`src/rtl/lfsr.sv`:
```
// Free-running Fibonacci LFSR; shifts left with XOR feedback into bit 0.
// The serial output q is the MSB of the state register.
module lfsr #(
    parameter int unsigned      WIDTH = 8,
    parameter logic [WIDTH-1:0] TAPS  = 'hB8,
    parameter logic [WIDTH-1:0] SEED  = 'h01
) (
    input  logic clk,
    input  logic reset,
    output logic q
);

    logic [WIDTH-1:0] r1;
    logic [WIDTH-1:0] nxt;
    logic             fb;

    always_comb begin
        fb  = ^(r1 & TAPS);
        nxt = {r1[WIDTH-2:0], fb};
        // All-zero is a lock-up state for XOR feedback; force recovery to 1.
        if (r1 == '0)
            nxt = WIDTH'(1);
    end

    always_ff @(posedge clk) begin
        if (reset)
            r1 <= SEED;
        else
            r1 <= nxt;
    end

    assign q = r1[WIDTH-1];

endmodule

```
`config.mk`:
```
export PLATFORM = sky130hd
export DESIGN_NAME = lfsr
export DESIGN_NICKNAME = d
export VERILOG_FILES = /design/src/rtl/lfsr.sv
export SDC_FILE = /design/constraint.sdc
export NUM_CORES = 1
export LEC_CHECK = 0
export ABC_AREA = 1
export ABC_CLOCK_PERIOD_IN_PS = 1000
export BUFFER_PORTS_ARGS = -buffer_cell sky130_fd_sc_hd__clkbuf_2
export CORE_AREA = 2 2 39 41
export CTS_CLUSTER_SIZE = 20
export DETAILED_ROUTE_END_ITERATION = 10
export DIE_AREA = 0 0 41 43
export PLACE_DENSITY = 0.4
export SYNTH_ARGS = -nofsm -noshare
export SYNTH_HDL_FRONTEND = slang
export SYNTH_SLANG_ARGS = --single-unit
```
`constraint.sdc`:
```
create_clock -name clk -period 1 [get_ports clk]
set_input_delay 0.05 -clock clk [delete_from_list [all_inputs] [get_ports clk]]
set_output_delay 0.05 -clock clk [all_outputs]
set_load 0.005 [all_outputs]
```
==> results.cfg <==
[yosys]
mappedNetlistArea_sq_um = 306.5
xor_xnor_share_of_the_synthesized_area_pct = 0
synth_compound_area_share_pct = 0
synth-seq-area-share_pct = 52.24
netlist_instances = 40
postSynthRegisterBits = 8
post_synth.cell_area_avg_sq_um = 7.664
synthSimpleGateAreaFrac_pct = 31.43
synthAdderAreaFrac_pct = 4.082
synth.mux.area_fraction_pct = 0
yosys_warnings = 0
syn_nets = 43
synth.distinct_cells = 10
synth_top_family_by_area = simple AND/OR/NAND/NOR gates

[clock_tree]
clk_root_buffer_cell = sky130_fd_sc_hd__clkbuf_4
ctsLongestPathBuffers = 2
clkSinkCount = 8
cts_tree = built
tritoncts.num_buffers = 3
worstSkewPairLatency_ns = 0.25
cts.clk_slew.worst_paths_ns = 0.05
holdBufCountCts = 0
clock_tree.htree_level_count = 1

[cells_and_area]
drive_above_1_share_pct = 52.00
largest_register_ff_count = 8
top_reg_by_flops = r1
biggestRegsByFlops = r1 x8
final_cell_area_sq_um = 424.2
num_antenna_cells = 0
final_nets = 55
fillCellCount = 163
most-common-layout-cells = 6 x sky130_fd_sc_hd__inv_1, 6 x sky130_fd_sc_hd__dfxtp_1, 5 x sky130_fd_sc_hd__nand2_1, 5 x sky130_fd_sc_hd__nor2_1, 5 x sky130_fd_sc_hd__buf_4
finalCoreUtilization_pct = 30.65
area_delta_synth_final_pct = 38.37
layout.cells.non_filler = 66

[critical_path]
crit_path_end_kind = register
worst_setup_path_start_kind = register
r2r_setup_slack_ns = 0.005
worst_r2r_startpoint = r1[4]
path_max_fanout = 2
worst-setup-path-type = register to register
reg2regPathDepth = 7
cp_data_arrival_time_ns = 1.13
r2r-end = r1[0]
crit_required_ns = 1.14

[sta]
pin_slew_with_the_least_headroom_to_its_limit_ns = 0.1218
fmax_mhz = 1005
finalSetupTns_ns = 0
final.min_clock_period_ns = 0.9954
timing.final.setup_violations = 0
timing.max_slew.rel_slack_pct = 91.87
rsz0062_at_grt = true
layout_worst_path_cycle_share_pct = 99.54
fin_worst_skew_ns = 0.008440
final-hold-violation-count = 0
drv_slew = 0
worst_hold_slack_ns = 0.03962

[place]
place_inst = 60
port_buffers = 2
dpl_cell_area_sq_um = 351.6
detailed_place_hpwl_um = 372.4
final_weighted_congestion_in_routability_driven_placement = 0.6206

[min_path]
hold_path_depth = 3
min_to = r1[0]
hold_path_startpoint = reset
hold_wc_path_type = primary input to register

[pwr]
sequentialPowerShare_pct = 50.8
leakage_nw = 0.1941
clock_power_share_pct = 34.8
sw_frac_of_total_pct = 23.73
power.internal_w = 0.0005169
net_switching_component_of_the_power_w = 0.0001608
irDropWorstVdd_v = 0.0004761
cellPowerDensity_mw_per_mm2 = 1598
pwr-share-comb_pct = 14.4

[global_routing]
grt_first_pass_wirelength_um = 786
globalRoute.totalOverflow = 0
grt_util_all_layers_pct = 7.746
grt_pass1_vias = 197
maximum_number_of_pins_on_one_net_before_global_route_repair = 8
initial_antenna_violation_count = 0

[detailed_routing]
detailedRoute.firstIterationViolations = 4
wl_per_cell_um = 7.667
routed_wire_length_um = 506
vias_per_cell = 3.788
detail-route-antenna-nets = 0
total_drc_errors_in_the_routed_layout = 0
num_vias = 250
first_pass_iters = 2

[die]
placeableCoreArea_sq_mm = 0.001384
dieWidth_um = 41
ioPinCount = 3
die-area_sq_mm = 0.001763
standard_cell_rows = 14
effective_utilization_at_floorplan_pct = 22.15
die_height_um = 43

[job]
max_cap_viol_count = 0

[status]
outcome = finished clean
## layout make-up
class	count	area (sq um)	area share, %
clock buffer	3	22.52	5.310
inverter	10	37.54	8.850
multi-input combinational	22	133.9	31.56
sequential	8	162.7	38.35
tap	16	20.02	4.720
timing repair buffer	7	47.55	11.21
## timing repair
| action | CTS | global route |
|---|---|---|
| buffers inserted | 2 | 1 |
| endpoints found under the setup margin | 8 | 8 |
| gates resized for setup | 9 | 2 |
| pin swaps | 6 | 4 |
| hold endpoints to repair | 0 | 0 |
## critical path, stage by stage, from the launching register on
cell and delay, ns:
sky130_fd_sc_hd__dfxtp_2 0.32, sky130_fd_sc_hd__inv_2 0.04, sky130_fd_sc_hd__ha_4 0.27, sky130_fd_sc_hd__inv_2 0.03, sky130_fd_sc_hd__nand2_2 0.05, sky130_fd_sc_hd__nand3_1 0.06
sky130_fd_sc_hd__nand2_1 0.07, sky130_fd_sc_hd__nand3_1 0.05
## cell usage after synthesis (all sizes together)
master	instances	area [sq um]
nand3	2	10.01
inv	10	37.53
ha	1	12.51
nand2	10	47.55
dfxtp	8	160.2
nor2	9	38.79
## worst max-delay path by stage
stage | startpoint | end | cells after the start
6_report | r1[4] | r1[0] | 7
5_1_grt | r1[4] | r1[0] | 7
4_1_cts | r1[4] | r1[0] | 8
3_5_place_dp | r1[5] | r1[0] | 8
3_3_place_gp | r1[5] | r1[0] | 8
2_1_floorplan | r1[5] | r1[0] | 8
## layer usage
metal / vias up / share of wire [%] / global-route usage [%]
met4: 0 / 3.8 / 8.000
met3: 2 / 4.2 / 6.283
met5: - / 0 / 0
met1: 110 / 48 / 8.091
met2: 5 / 43 / 8.750
li1: 133 / - / -
## metrics by stage
step / power [W] / setup WS, ns
CTS: 0.0006911 / -0.02467
detailed placement: 0.0004277 / -0.08878
floorplan: 0.0004111 / -0.02300
global placement: 0.0004284 / -0.09181
finish: 0.0006777 / 0.004560
global route: 0.0007199 / -0.07320
## power groups by stage
stage	logic [W]	registers (W)	clock network, W
finish	0.0000975	0.000344	0.000236
global route	0.000110	0.000346	0.000264
CTS	0.0000950	0.000344	0.000252
detailed placement	0.0000773	0.000350	0
global placement	0.0000789	0.000350	0
floorplan	0.0000623	0.000349	0
## kinds of logic after synthesis
| kind of cell | count (synthesis) |
|---|---|
| AND/OR/NAND/NOR | 21 |
| adder cells (fa/ha/maj) | 1 |
| buffers and inverters | 10 |
| flip-flops | 8 |
Power figures use the tool's default switching activity.
